## src/rtl/mem_pkg.sv

```systemverilog
// Shared definitions for the single-port RAM controller: controller states,
// default RAM geometry and the burst-length field width.
package mem_pkg;

  localparam int AW_DEF = 8;
  localparam int DW_DEF = 16;
  localparam int LEN_W  = 4;

  typedef enum logic [1:0] {
    IDLE  = 2'd0,
    WRITE = 2'd1,
    READ  = 2'd2,
    DRAIN = 2'd3
  } state_t;

endpackage

```

## src/rtl/resp_fifo2.sv

```systemverilog
// Two-entry response FIFO carrying a read word plus its end-of-burst marker.
// The head entry stays put until it is popped, so the output is stable under backpressure.
module resp_fifo2 #(
  parameter int DW = 16
) (
  input  logic          clk,
  input  logic          reset_n,
  input  logic          push,
  input  logic [DW-1:0] push_data,
  input  logic          push_last,
  input  logic          pop,
  output logic          valid,
  output logic [DW-1:0] data,
  output logic          last,
  output logic [1:0]    count
);

  logic [DW-1:0] data_q [2];
  logic          last_q [2];
  logic          wr_ptr;
  logic          rd_ptr;
  logic [1:0]    count_q;
  logic          pop_ok;
  logic          push_ok;

  assign pop_ok  = pop && (count_q != 2'd0);
  assign push_ok = push && ((count_q != 2'd2) || pop_ok);

  // NOTE: the storage is reset as well, because the read word must read as zero out of reset.
  always_ff @(posedge clk or negedge reset_n) begin
    if (!reset_n) begin
      data_q[0] <= '0;
      data_q[1] <= '0;
      last_q[0] <= 1'b0;
      last_q[1] <= 1'b0;
      wr_ptr    <= 1'b0;
      rd_ptr    <= 1'b0;
      count_q   <= 2'd0;
    end else begin
      if (push_ok) begin
        data_q[wr_ptr] <= push_data;
        last_q[wr_ptr] <= push_last;
        wr_ptr         <= ~wr_ptr;
      end
      if (pop_ok) rd_ptr <= ~rd_ptr;
      count_q <= count_q + 2'(push_ok) - 2'(pop_ok);
    end
  end

  assign valid = (count_q != 2'd0);
  assign data  = data_q[rd_ptr];
  assign last  = last_q[rd_ptr];
  assign count = count_q;

endmodule

```

## src/rtl/mem_port_ctrl.sv

```systemverilog
// Request/response front end for a single-port synchronous RAM: single-word
// writes and credit-limited burst reads of up to 16 words.
module mem_port_ctrl
  import mem_pkg::*;
#(
  parameter int AW = AW_DEF,
  parameter int DW = DW_DEF
) (
  input  logic             clk,
  input  logic             reset_n,
  input  logic             req_valid,
  output logic             req_ready,
  input  logic             req_we,
  input  logic [AW-1:0]    req_addr,
  input  logic [LEN_W-1:0] req_len,
  input  logic [DW-1:0]    req_wdata,
  output logic             wr_done,
  output logic             resp_valid,
  input  logic             resp_ready,
  output logic [DW-1:0]    resp_data,
  output logic             resp_last,
  output logic             ram_we,
  output logic [AW-1:0]    ram_addr,
  output logic [DW-1:0]    ram_din,
  input  logic [DW-1:0]    ram_dout
);

  state_t         state, next_state;
  logic [AW-1:0]  rd_addr;
  logic [AW-1:0]  addr_q;
  logic [LEN_W:0] remaining;
  logic           inflight;
  logic           inflight_last;
  logic [1:0]     fifo_count;
  logic [1:0]     credit;
  logic           credit_free;
  logic           pop;
  logic           accept;
  logic           issue;

  // Credit counts words buffered plus the one read whose data is on ram_dout now;
  // a same-cycle pop returns its credit immediately, which keeps bursts at full rate.
  assign pop         = resp_valid && resp_ready;
  assign credit      = fifo_count + 2'(inflight);
  assign credit_free = (credit < 2'd2) || pop;

  always_ff @(posedge clk or negedge reset_n) begin
    if (!reset_n) state <= IDLE;
    else          state <= next_state;
  end

  // NOTE: every output of this block gets a default first so no path leaves it unassigned (no latches).
  always_comb begin
    next_state = state;
    req_ready  = 1'b0;
    accept     = 1'b0;
    issue      = 1'b0;
    case (state)
      IDLE: begin
        req_ready = 1'b1;
        if (req_valid) begin
          accept     = 1'b1;
          next_state = req_we ? WRITE : READ;
        end
      end
      WRITE: next_state = IDLE;
      READ: begin
        if (credit_free) begin
          issue = 1'b1;
          if (remaining == (LEN_W+1)'(1)) next_state = DRAIN;
        end
      end
      DRAIN: if (pop && resp_last) next_state = IDLE;
      default: next_state = IDLE;
    endcase
  end

  // NOTE: sequential state uses non-blocking assignments only, so every register sees pre-edge values.
  always_ff @(posedge clk or negedge reset_n) begin
    if (!reset_n) begin
      ram_we        <= 1'b0;
      ram_din       <= '0;
      addr_q        <= '0;
      wr_done       <= 1'b0;
      rd_addr       <= '0;
      remaining     <= '0;
      inflight      <= 1'b0;
      inflight_last <= 1'b0;
    end else begin
      ram_we        <= accept && req_we;
      wr_done       <= (state == WRITE);
      inflight      <= issue;
      inflight_last <= issue && (remaining == (LEN_W+1)'(1));
      if (accept && req_we) begin
        addr_q  <= req_addr;
        ram_din <= req_wdata;
      end
      if (accept && !req_we) begin
        rd_addr   <= req_addr;
        remaining <= (LEN_W+1)'(req_len) + (LEN_W+1)'(1);
      end
      if (issue) begin
        addr_q    <= rd_addr;
        rd_addr   <= rd_addr + AW'(1);
        remaining <= remaining - (LEN_W+1)'(1);
      end
    end
  end

  // During READ the pending address goes straight to the RAM; otherwise the last used one is held.
  assign ram_addr = (state == READ) ? rd_addr : addr_q;

  resp_fifo2 #(.DW(DW)) u_fifo (
    .clk       (clk),
    .reset_n   (reset_n),
    .push      (inflight),
    .push_data (ram_dout),
    .push_last (inflight_last),
    .pop       (pop),
    .valid     (resp_valid),
    .data      (resp_data),
    .last      (resp_last),
    .count     (fifo_count)
  );

endmodule

```

## config.mk

```make
export PLATFORM = sky130hd
export DESIGN_NAME = mem_port_ctrl
export DESIGN_NICKNAME = d
export VERILOG_FILES = /design/src/rtl/mem_pkg.sv /design/src/rtl/resp_fifo2.sv /design/src/rtl/mem_port_ctrl.sv
export SDC_FILE = /design/constraint.sdc
export NUM_CORES = 1
export LEC_CHECK = 0
export CORE_MARGIN = 3
export CORE_UTILIZATION = 41
export DETAILED_ROUTE_END_ITERATION = 10
export DONT_BUFFER_PORTS = 1
export PLACE_DENSITY_LB_ADDON = 0.15
export SETUP_SLACK_MARGIN = 0.3
export SLEW_MARGIN = 20
export SYNTH_ARGS = -nofsm -noshare
export SYNTH_HDL_FRONTEND = slang
export SYNTH_SLANG_ARGS = --single-unit
```

## constraint.sdc

```tcl
create_clock -name clk -period 2 [get_ports clk]
set_clock_uncertainty 0.1 [all_clocks]
set_input_delay 0.3 -clock clk [delete_from_list [all_inputs] [get_ports clk]]
set_output_delay 0.3 -clock clk [all_outputs]
set_load 0.005 [all_outputs]
```

# Word level (Yosys, flattened, before mapping)
# Cells that the tools add are included.
# W data, S select, Z words.
# word_totals
ff_bits	81
wordCells	85
# classes
addsub	6
magnitude_cmp	4
n_eq_ne	9
mux	30
bitwise_logic	4
n_reduce_logical	16
# ops
operator	n
$mux W16	4
$mux W8	5
$bwmux W32	1
$demux W16 S1	1
$mux W2	5
$mux W5	2
$ne A2 B2 Y1 const B	5
$mux W1	9
$add A8 B1 Y8 const B	1
$logic_and A1 B1 Y1	8
$pmux W2 S4	1
$reduce_bool A2 Y1	3
$add A4 B1 Y5 const B	1
$eq A5 B1 Y1 const B	1
$sub A5 B1 Y5 const B	1
$add A2 B1 Y2	2
$eq A2 B2 Y1 const B	2
$ge A2 B2 Y1 const B	2
$not A1 Y2	2
$reduce_and A4 Y1	1
$bwmux W2	1
$eq A2 B1 Y1 const B	1
$logic_not A2 Y1	1
$logic_or A1 B1 Y1	2
other kinds (6)	7

# Logic depth before layout (Yosys ltp)
# logic_depth
ltp_word	7
ltp_mapped	8
ltp_nobuf	5

# Cells and area by module
# Synthesis repeated with hierarchy kept, for this count alone.
# unflattened
cells_unflattened	313
hier_area_um2	3890.0
# by_module_without_submodules
mod	n_inst	cells_per_inst	area_per_inst_um2	seq_area_each_um2
mem_port_ctrl	1	206	2202.1	1076.0
resp_fifo2	1	107	1687.9	950.9

# Worst setup path after synthesis
# OpenSTA, ideal clock, no wires.
# synth_timing
kind	register to output
from	register u_fifo.rd_ptr
to	output port resp_data[10]
arrival_ps	1355
required_time_ps	1600
slack_ps	245
path_stages_with_launch	4
n_path_buf	2
cell_sequence	dfrtp_1 > clkbuf_1 > buf_1 > mux2_2
# synth_via
elab_chain_cells	4
# synth_lines
item	line_no	text
from (decl)	resp_fifo2.sv:21	logic rd_ptr;
from (signal assigned)	resp_fifo2.sv:45	if (pop_ok) rd_ptr <= ~rd_ptr;
$not A1 Y2 (not written as such)	resp_fifo2.sv:51	assign data = data_q[rd_ptr];
$mux W16 (not written as such) (3 in series)	resp_fifo2.sv:51	
to (decl)	mem_port_ctrl.sv:20	output logic [DW-1:0] resp_data,
# Every way passes these cells. The select of a mux whose other input is x is not followed.

# Final worst setup path
# layout_timing
from	register state[0]
to	output port req_ready
# layout_via
elab_chain_cells	2
# layout_lines
item	line_no	text
from (decl)	mem_port_ctrl.sv:28	state_t state, next_state;
from (signal assigned)	mem_port_ctrl.sv:49	else state <= next_state;
$logic_not A2 Y1	mem_port_ctrl.sv:58	case (state)
$mux W1	mem_port_ctrl.sv:58	
to (decl)	mem_port_ctrl.sv:12	output logic req_ready,
# Every way passes these cells.

==> impl_results.md <==
* Max-capacitance violation count at 0
* Worst hold margin at -454 ps
* Fillers at 754
* Start point of the critical path: state[0]
* Unrepaired setup endpoints after global routing: yes
* Number of clock sinks seen by CTS at 81
* Die Y at 102 um
* Number of endpoints failing setup at the final stage at 0
* Via-per-instance ratio at 5.44
* Number of nets with antenna violations after detailed routing at 0
* Buffer levels on the longest clock path at 2
* Register-to-register setup slack at 250 ps
* Number of synthesized flops with an enable pin at 0
* Most area-hungry cell type in the Yosys netlist: sky130_fd_sc_hd__dfrtp_1
* Area of the die at 10500 um^2
* Global-route track usage on met2 at 29.8%
* Endpoint of the most critical register-to-register path: ram_din[12]
* Starting density of the core at 42.9%
* Number of instances in the placed design at 408
* Highest fanout seen on the critical path at 5
* Mean area per synthesized cell at 12.7 um^2
* Data arrival time at the worst-slack endpoint at 1360 ps
* Power per unit of standard cell area at 1650 nW/um^2
* Std-Cell Core Area at 8890 um^2
* Horiz. Die Dim at 102 um
* Number of diodes at 0
* Number of pins with negative max-slew slack in the final report at 0
* Standard cell with the maximum stage delay on the critical path: sky130_fd_sc_hd__dfrtp_1
* Mapped Nets at 355
* Most used DFF post-synth: sky130_fd_sc_hd__dfrtp_1
* Leading cell type in the layout, fill and taps excluded: sky130_fd_sc_hd__dfrtp_1
* Number of instances in the synthesized netlist at 301
* Number of global-route vias before repair at 2760
* Outcome: finished, violations left
* Fraction of registers with async set or reset after synthesis at 100%
* # IOs at 94
* Largest stage delay on the critical path at 390 ps
* First-iteration detailed-routing DRC count at 37
* CTS buffer count at 9
* Leakage dissipation at 2.23 nW
* Yosys cell types at 49
* Clock tree from TritonCTS: built
* Min-Delay Path Class: input pin to asynchronous set/reset pin
* Count of input and output buffers at 0
* DR pass1 iterations at 4
* Crit path time final at 1760 ps
* Largest net degree at the start of global routing at 82
* Kind of critical path: flop to primary output
* Clock Tree Root: sky130_fd_sc_hd__clkbuf_8
* Vias after detailed routing at 2639
* Clock transition at the register clock pins on the worst setup and hold paths after CTS at 80 ps
* Critical path launch point type: flop
* Row count at 34
* Gp weighted congestion at 0.766
* Critical-path cell list: buf_4 > buf_4 > nor2_4 > buf_4 > buf_4
* Most numerous cell on the critical path: sky130_fd_sc_hd__buf_4
* Ranking of synthesized cells by area: sky130_fd_sc_hd__dfrtp_1, sky130_fd_sc_hd__mux2_2, sky130_fd_sc_hd__mux2i_1
* Sequential-to-total area share from yosys stat at 53.2%
* Max VDD drop at 0.750 mV
* Cell depth of the worst flop-to-flop path at 6
* Total standard cell area after synthesis at 3810 um^2
* Met1 GRT Util at 19.3%
* Worst-skew pair later-pin latency at 340 ps
* Global Route Usage Sum at 16.9%
* Filler-free cell count of the finished design at 485
* Failing checks: negative hold slack
* Number of synthesized register bits at 81
* NumNets Final at 427
* DPL Wire Length at 5390 um
* Total count of hold-check failures in the final report at 81
* Endpoint required time on the critical path at 1600 ps
* Endpoint class of the critical path: primary output
* GR peak layer: met2
* Top library cells by usage in the layout, fill and taps aside: sky130_fd_sc_hd__dfrtp_1, sky130_fd_sc_hd__mux2_2, sky130_fd_sc_hd__dlygate4sd3_1
* Clock H-tree levels at 3
* Share of the cycle needed by the critical path after routing at 87.9%
* R2R Path Start: state[0]
* Average detailed-routed wire length per instance at 18.8 um
* GRT overflow at 0
* Worst max-slew margin expressed relative to the limit at 78.0%
* Wire length of the first global-routing pass at 13600 um
* Synthesis-to-layout area growth at 33.0%
* Pin slew with the least headroom to its limit at 330 ps
* Area share of the largest cell type after synthesis at 53.2%
* Detailed-route wire length at 9140 um
* Drt drc at 0
* Peak clock frequency supported by timing at 569 MHz
* Number of antenna violations at the first check in global routing at 0
* Count of synthesis-stage warnings from yosys at 0
* Global-route track usage on met3 at 5.80%
* Fraction of final layout cells sized beyond drive strength 1 at 40.3%
* Setup TNS at 0 ps
[kinds of logic after synthesis]
| group | synth area share (%) |
|---|---|
| buffers and inverters | 3.18 |
| muxes | 24.2 |
| DFF | 53.2 |
| xor gates and xnor gates | 1.61 |
| and+or+nand+nor | 8.86 |
| adders and majority gates | 1.64 |
| AOI/OAI and AO/OA | 7.35 |
[power breakdown]
part	total (mW)	switching, mW	internal [mW]
logic	3.99	1.64	2.35
registers	3.04	0.588	2.45
clock network	1.31	0.583	0.731
total	8.34	2.81	5.54
[final cells by class]
cell class	instances	area, um^2	share of cell area [%]
Timing Repair inverter	1	8.76	0.173
Inverter	8	42.5	0.839
Sequential cell	81	2030	40.0
Tap cell	108	135	2.66
Clock inverter	5	78.8	1.55
Timing Repair Buffer	73	816	16.1
Clock buffer	10	138	2.71
Multi-Input combinational cell	199	1820	35.9
[repair_timing]
item,CTS,global route
hold buffers,33,1
cloned,2,5
pin swaps,1,9
setup buffers,13,8
endpoints found under the hold margin,131,82
gates resized for setup,30,30
setup endpoints to repair,59,66
[state kept, by name (all words and copies together) (netlist names)]
register and cells:
ram_we 1, u_fifo.data_q 32, u_fifo.rd_ptr 1, state 2, wr_done 1, u_fifo.count 2, ram_din 16, addr_q 8
inflight 1, remaining 5, u_fifo.wr_ptr 1, inflight_last 1, rd_addr 8, u_fifo.last_q 2
[cells in the mapped netlist (2+ instances only)]
cell / instances
sky130_fd_sc_hd__and3_1: 2
sky130_fd_sc_hd__dfrtp_1: 81
sky130_fd_sc_hd__buf_2: 5
sky130_fd_sc_hd__buf_1: 2
sky130_fd_sc_hd__o221a_2: 2
sky130_fd_sc_hd__mux2_2: 72
sky130_fd_sc_hd__nand2_1: 20
sky130_fd_sc_hd__ha_1: 5
sky130_fd_sc_hd__nand3_1: 8
sky130_fd_sc_hd__nor3b_1: 2
sky130_fd_sc_hd__a21oi_1: 6
sky130_fd_sc_hd__nand2b_1: 3
sky130_fd_sc_hd__a31oi_1: 3
sky130_fd_sc_hd__o221ai_1: 2
sky130_fd_sc_hd__nor3_1: 7
sky130_fd_sc_hd__inv_1: 7
sky130_fd_sc_hd__nor2b_1: 3
sky130_fd_sc_hd__xnor2_1: 5
sky130_fd_sc_hd__nor2_1: 12
sky130_fd_sc_hd__xor2_1: 2
sky130_fd_sc_hd__mux2i_1: 10
sky130_fd_sc_hd__o21ai_0: 12
sky130_fd_sc_hd__buf_4: 2
sky130_fd_sc_hd__buf_6: 3
[stage by stage]
step / util [%] / hold slack (ps) / area, um^2 / setup slack, ps / total power [mW]
global placement: 45.0 / -93.9 / 4000 / 217 / 5.78
global route: 57.0 / -493 / 5070 / 176 / 8.89
finish: 57.0 / -454 / 5070 / 243 / 8.34
floorplan: - / -95.6 / 3820 / 309 / 5.18
detailed placement: 45.0 / -93.9 / 4000 / 175 / 5.88
CTS: 54.1 / -480 / 4810 / 222 / 7.84
[worst max path at each step]
stage                        end  slack (ps)  cells after the start
detailed placement  remaining[2]         180                      5
finish                 req_ready         240                      5
floorplan              addr_q[2]         310                      7
global placement    remaining[2]         220                      5
global route           req_ready         180                      5
CTS                  ram_addr[6]         220                      3
[critical path: cells and delay by family (launching register included)]
family | cells | cell delay (ps)
buffers and inverters | 4 | 550
AND/OR/NAND/NOR | 1 | 90
flip-flops | 1 | 390
[metal layers]
layer	routed length (um)	up-vias
met1	3840	1342
met5	0	-
met4	44	0
met2	4760	71
li1	-	1224
met3	499	2
Note: power is estimated with default switching activity, not from simulation.
